**src/rtl/tensor_write_sequencer.sv**
```systemverilog
`default_nettype none
// ============================================================================
// Module      : tensor_write_sequencer
// Description : Accepts packed 4-channel int8 result words over a valid/ready
//               handshake and streams them into the tensor RAM one byte per
//               cycle, generating row/col/channel coordinates in row-major,
//               channel-last order. Pulses done after the last byte of a
//               num_rows x num_cols x num_channels tensor has been written.
// Revision    : 1.0 - initial release
// ============================================================================
module tensor_write_sequencer #(
  parameter int MAX_N      = 64,
  parameter int N_BITS     = $clog2(MAX_N),
  parameter int MAX_NUM_CH = 64,
  parameter int CH_BITS    = $clog2(MAX_NUM_CH + 1)
) (
  input  logic               clk,
  input  logic               reset,
  input  logic               start,
  input  logic [N_BITS-1:0]  cfg_num_rows,
  input  logic [N_BITS-1:0]  cfg_num_cols,
  input  logic [CH_BITS-1:0] cfg_num_channels,
  input  logic               in_valid,
  output logic               in_ready,
  input  logic [31:0]        in_data,
  output logic               write_en,
  output logic [N_BITS-1:0]  write_row,
  output logic [N_BITS-1:0]  write_col,
  output logic [CH_BITS-1:0] write_channel,
  output logic [N_BITS-1:0]  num_cols,
  output logic [CH_BITS-1:0] num_channels,
  output logic [7:0]         data_out,
  output logic               busy,
  output logic               done
);

  typedef enum logic [1:0] {
    ST_IDLE = 2'd0,
    ST_RUN  = 2'd1,
    ST_FIN  = 2'd2
  } state_t;

  state_t state_q, state_d;

  // Latched tensor geometry
  logic [N_BITS-1:0]  rows_q,  rows_d;
  logic [N_BITS-1:0]  cols_q,  cols_d;
  logic [CH_BITS-1:0] chans_q, chans_d;

  // Coordinate of the next byte to be emitted
  logic [N_BITS-1:0]  row_q, row_d;
  logic [N_BITS-1:0]  col_q, col_d;
  logic [CH_BITS-1:0] ch_q,  ch_d;

  // Holding register: the word whose lane lane_q is currently on the RAM port
  logic [31:0]        word_q, word_d;
  logic [1:0]         lane_q, lane_d;

  // Registered RAM write port
  logic               we_q,   we_d;
  logic [N_BITS-1:0]  wrow_q, wrow_d;
  logic [N_BITS-1:0]  wcol_q, wcol_d;
  logic [CH_BITS-1:0] wch_q,  wch_d;
  logic [7:0]         data_q, data_d;

  // Combinational helpers
  logic               last_lane;
  logic               final_byte;
  logic               accept;
  logic               cfg_zero;
  logic [1:0]         next_lane;
  logic               emit;
  logic [7:0]         emit_byte;

  // The byte currently on the port closes its word when it is lane 3 or the
  // last channel of the pixel; the next word may be taken in that same cycle,
  // which is what keeps back-to-back words bubble-free.
  assign last_lane  = we_q && ((lane_q == 2'd3) ||
                               (wch_q == chans_q - CH_BITS'(1)));

  // The byte on the port is the very last byte of the tensor.
  assign final_byte = we_q &&
                      (wrow_q == rows_q  - N_BITS'(1))  &&
                      (wcol_q == cols_q  - N_BITS'(1))  &&
                      (wch_q  == chans_q - CH_BITS'(1));

  assign in_ready  = (state_q == ST_RUN) && (!we_q || last_lane) && !final_byte;
  assign accept    = in_valid && in_ready;
  assign next_lane = lane_q + 2'd1;
  assign cfg_zero  = (cfg_num_rows == '0) || (cfg_num_cols == '0) ||
                     (cfg_num_channels == '0);

  // Next-state, byte emission and coordinate advance
  always_comb begin
    state_d   = state_q;
    rows_d    = rows_q;
    cols_d    = cols_q;
    chans_d   = chans_q;
    row_d     = row_q;
    col_d     = col_q;
    ch_d      = ch_q;
    word_d    = word_q;
    lane_d    = lane_q;
    we_d      = 1'b0;
    wrow_d    = wrow_q;
    wcol_d    = wcol_q;
    wch_d     = wch_q;
    data_d    = data_q;
    emit      = 1'b0;
    emit_byte = 8'd0;

    case (state_q)
      ST_IDLE: begin
        if (start) begin
          rows_d  = cfg_num_rows;
          cols_d  = cfg_num_cols;
          chans_d = cfg_num_channels;
          row_d   = '0;
          col_d   = '0;
          ch_d    = '0;
          state_d = cfg_zero ? ST_FIN : ST_RUN;
        end
      end

      ST_RUN: begin
        if (final_byte) begin
          state_d = ST_FIN;
        end else if (we_q && !last_lane) begin
          // Continue with the next lane of the held word.
          emit      = 1'b1;
          lane_d    = next_lane;
          emit_byte = word_q[{next_lane, 3'b000} +: 8];
        end else if (accept) begin
          // New word: its lane 0 goes straight onto the port.
          emit      = 1'b1;
          word_d    = in_data;
          lane_d    = 2'd0;
          emit_byte = in_data[7:0];
        end

        if (emit) begin
          we_d   = 1'b1;
          wrow_d = row_q;
          wcol_d = col_q;
          wch_d  = ch_q;
          data_d = emit_byte;
          if (ch_q == chans_q - CH_BITS'(1)) begin
            ch_d = '0;
            if (col_q == cols_q - N_BITS'(1)) begin
              col_d = '0;
              row_d = row_q + N_BITS'(1);
            end else begin
              col_d = col_q + N_BITS'(1);
            end
          end else begin
            ch_d = ch_q + CH_BITS'(1);
          end
        end
      end

      ST_FIN: begin
        state_d = ST_IDLE;
      end

      default: begin
        state_d = ST_IDLE;
      end
    endcase
  end

  // State and datapath registers with synchronous reset
  always_ff @(posedge clk) begin
    if (reset) begin
      state_q <= ST_IDLE;
      rows_q  <= '0;
      cols_q  <= '0;
      chans_q <= '0;
      row_q   <= '0;
      col_q   <= '0;
      ch_q    <= '0;
      word_q  <= '0;
      lane_q  <= '0;
      we_q    <= 1'b0;
      wrow_q  <= '0;
      wcol_q  <= '0;
      wch_q   <= '0;
      data_q  <= '0;
    end else begin
      state_q <= state_d;
      rows_q  <= rows_d;
      cols_q  <= cols_d;
      chans_q <= chans_d;
      row_q   <= row_d;
      col_q   <= col_d;
      ch_q    <= ch_d;
      word_q  <= word_d;
      lane_q  <= lane_d;
      we_q    <= we_d;
      wrow_q  <= wrow_d;
      wcol_q  <= wcol_d;
      wch_q   <= wch_d;
      data_q  <= data_d;
    end
  end

  assign write_en      = we_q;
  assign write_row     = wrow_q;
  assign write_col     = wcol_q;
  assign write_channel = wch_q;
  assign data_out      = data_q;
  assign num_cols      = cols_q;
  assign num_channels  = chans_q;
  assign busy          = (state_q == ST_RUN);
  assign done          = (state_q == ST_FIN);

endmodule
`default_nettype wire

```
**config.mk**
```make
export PLATFORM = sky130hd
export DESIGN_NAME = tensor_write_sequencer
export DESIGN_NICKNAME = d
export VERILOG_FILES = /design/src/rtl/tensor_write_sequencer.sv
export SDC_FILE = /design/constraint.sdc
export NUM_CORES = 1
export LEC_CHECK = 0
export CORE_MARGIN = 2
export CORE_UTILIZATION = 25
export CTS_CLUSTER_SIZE = 10
export DETAILED_ROUTE_END_ITERATION = 6
export GPL_TIMING_DRIVEN = 0
export PLACE_DENSITY_LB_ADDON = 0.25
export SYNTH_ARGS = -nofsm -noshare
export SYNTH_HDL_FRONTEND = slang
export SYNTH_SLANG_ARGS = --single-unit
```
**constraint.sdc**
```tcl
create_clock -name clk -period 2.6 [get_ports clk]
set_input_delay 0.52 -clock clk [delete_from_list [all_inputs] [get_ports clk]]
set_output_delay 0.52 -clock clk [all_outputs]
set_load 0.1 [all_outputs]
```
==> qor.csv, run 1 <==
metric;value;unit
status;finished, violations left;
violated checks;setup timing;
CP Launch Type;flip-flop;
post-synth design cell area;5490;µm²
DRC viols;0;
PwrDens;521.6;nW/µm²
die span in x;152.2;µm
die outline height;152.2;µm
Crit Reg-Reg Startpoint;num_channels[0]$_SDFFE_PP0P_;
ys async rst share;0;%
placed insts;982;
sequential area share after synthesis;37.19;%
layout cell share with drive strength beyond 1;22.82;%
GPL Wtd Cong;0.7945;
vias in the first global route;4849;
drt initial violations;285;
wire per inst;17.55;µm
Core Util, Final;37.06;%
Area growth syn-to-layout;46.40;%
Slew headroom;33.26;%
Buf+Inv Stages, Crit Path;3;
overall die area;23160;µm²
IO Pins;99;
top post-synthesis cells by count;102 x dfxtp_1, 89 x nor2_1, 63 x nand2_1, 59 x mux2i_1, 30 x a21oi_1;
yosys warns;0;
root buffer cell;clkbuf_16;
Least-Margin Pin Slew;0.9979;ns
Unique masters post-synth;72;
Worst Hold Launch;rows_q[5]$_SDFFE_PP0P_;
Post-Layout Inst Area;8038;µm²
clk buf depth;2;
Synth area leaders;dfxtp_1 37%, mux2i_1 11%, nor2_1 6.1%;
All-Layer GR Usage;15.30;%
Post-Place Cell Area;7000;µm²
antenna diode count;0;
Post-Route WL;18.22;mm
final hold vios;0;
Placeable Area;21690;µm²
max-cap violations;0;
hold slack final;0.4715;ns
Most used DFF post-synth;dfxtp_1;
Cell Chain, Critical Path;inv_2 > ha_4 > xor2_2 > nand3_2 > nor4_4 > nand4_1 > buf_6 > o21ai_4 > nor2_4 > buf_12;
total clock sinks;102;
Avg Inst Size Synth;9.090;µm²
vias;4944;
slowest CP cell;dfxtp_4;
largest net degree at the start of global routing;17;
ANT nets after route;0;
VDD IR-drop max;0.3328;mV
Mapped Cells;604;
CTS buffer count;9;
Achievable Freq;355.7;MHz
delay-heaviest family, CP;simple AND/OR/NAND/NOR gates;
first-pass GRT wire length;27.79;mm
CP Launch Point;num_cols[1]$_SDFFE_PP0P_;
final setup fails;56;
total stage count of the critical path;10;
data required time of the critical path;2.08;ns
top cell type's share of synthesized area;37.19;%
WS Path Type;flip-flop to output pin;
Tot Pwr;4.192;mW
area leader, netlist;dfxtp_1;
top-count cell post-synth;dfxtp_1;
1st-pass router iterations;5;
Tmin final;2.811;ns
worst-case reg-to-reg path depth;10;
worst slack at placement;-1.264;ns
CP Capture Type;output pin;
grt ovf;0;
post-DP HPWL;12.58;mm
post-route insts no fill;1038;
port buffer count;98;
r2r setup slk;-0.19;ns
initial core utilization;25.31;%
static leakage;3.348;nW
Net Count, Synth;666;
Final period util;108.1;%
initial antenna violation count;0;
clock skew;0.008445;ns
Critical Path Sink;in_ready;
Worst path max stage delay;0.37;ns
Slew Viols, Final;0;
Cell Rows;54;
CTS tree;built;
clk slew on worst S/H paths;0.07;ns
Setup WS post-layout;-0.2114;ns
RSZ-0062 raised after global routing;yes;
clock insertion delay at the later pin of the skew report;0.36;ns
Critical Path AT;2.29;ns
Reg2Reg Capture Point;col_q[2]$_SDFFE_PP0P_;
number of synthesized flops with an enable pin;0;
CP Max Fanout;2;
Hold Path Class;flip-flop to flip-flop;
H-tree depth;3;
NumNets Final;815;
vias per inst;4.763;
Total Negative Setup Slacks;-3.115;ns
flops & latches, synth;102;
==> sequential cells by signal, summed over array words and instances (netlist names) <==
| name | count |
|---|---|
| ch_q | 7 |
| col_q | 6 |
| data_out | 8 |
| lane_q | 2 |
| num_channels | 7 |
| num_cols | 6 |
| row_q | 6 |
| rows_q | 6 |
| state_q | 2 |
| word_q | 32 |
| write_channel | 7 |
| write_col | 6 |
| write_en | 1 |
| write_row | 6 |
==> worst register-to-register path, cell delays in order, from the launching register on <==
cell	delay [ns]
dfxtp_4	0.37
inv_2	0.06
ha_4	0.15
nor3b_4	0.26
buf_4	0.17
mux2i_2	0.08
or4_4	0.59
nor3_4	0.36
a21oi_4	0.17
a22o_1	0.21
a32o_1	0.26
==> layout by cell type, fill, tap and decap left out, types with 6 or more instances in the layout <==
cell / Yosys / final
and3_1: 6 / 6
nor3_1: 9 / 7
inv_1: 26 / 22
a21oi_1: 30 / 25
dfxtp_1: 102 / 79
dfxtp_2: 0 / 18
or3_1: 6 / 6
clkbuf_16: 0 / 11
clkdlybuf4s50_1: 0 / 94
nor2_1: 89 / 86
xor2_1: 18 / 17
clkbuf_1: 20 / 19
a31oi_1: 12 / 11
buf_12: 0 / 11
mux4_2: 8 / 8
buf_4: 6 / 30
xnor2_1: 19 / 16
o221a_1: 8 / 8
buf_6: 3 / 13
nand3_1: 10 / 7
nand2_1: 63 / 62
mux2i_1: 59 / 58
==> cells by family (layout without fill, tap and decap cells) <==
logic type / count (synthesis) / after routing / synth area share (%)
AND/OR/NAND/NOR: 211 / 212 / 18.44
AO/OA/AOI/OAI: 108 / 108 / 15.43
flip-flops: 102 / 102 / 37.19
multiplexers: 67 / 67 / 14.04
buffers and inverters: 67 / 220 / 5.560
XOR/XNOR: 42 / 42 / 7.748
adder cells (fa/ha/maj): 7 / 7 / 1.595
==> per-layer routing <==
metal  vias to the layer above  GRT usage [%]  part of all wire, %
li1                       2440              -                    -
met1                      2367          20.58                   47
met2                       117          24.58                   47
met3                        20          2.617                  3.6
met4                         0          5.874                  1.9
met5                         -              0                    0
==> worst min path at each step <==
stage / to / slack [ns] / cells after the start
2_1_floorplan: state_q[1]$_SDFFE_PP0P_ / 0.43 / 1
3_3_place_gp: state_q[1]$_SDFFE_PP0P_ / 0.45 / 1
3_5_place_dp: state_q[1]$_SDFFE_PP0P_ / 0.46 / 1
4_1_cts: state_q[1]$_SDFFE_PP0P_ / 0.47 / 1
5_1_grt: rows_q[5]$_SDFFE_PP0P_ / 0.51 / 2
6_report: rows_q[5]$_SDFFE_PP0P_ / 0.47 / 2
==> area by class of cell <==
| type | count | area (µm²) |
|---|---|---|
| Fill cell | 2201 | 13650 |
| Multi-Input combinational cell | 436 | 3477 |
| Sequential cell | 102 | 2083 |
| Timing Repair Buffer | 142 | 1468 |
| Tap cell | 280 | 350.3 |
| Buffer | 34 | 265.3 |
| Clock buffer | 12 | 257.7 |
| Inverter | 28 | 107.6 |
| Clock inverter | 4 | 28.78 |
==> repair_timing <==
action,in CTS,in global routing
gates cloned,4,3
hold buffers,0,0
resized for setup,50,42
setup endpoints to repair,84,82
pin swaps,12,30
buffers inserted,31,13
hold endpoints to repair,0,0
==> power by group <==
part / leakage (nW) / total, mW / internal, mW / switching (mW)
Combinational: 2.37 / 1.16 / 0.491 / 0.667
Sequential: 0.841 / 1.68 / 1.62 / 0.0606
Clock: 0.134 / 1.35 / 0.712 / 0.641
Total: 3.35 / 4.19 / 2.82 / 1.37
(Power assumes the default switching activity.)
==> inputs of run 2 (changes only) <==
SLEW_MARGIN = 15   (was unset)
==> results of run 2 <==
No change in the layout: final DEF, timing and power equal those of run 1.
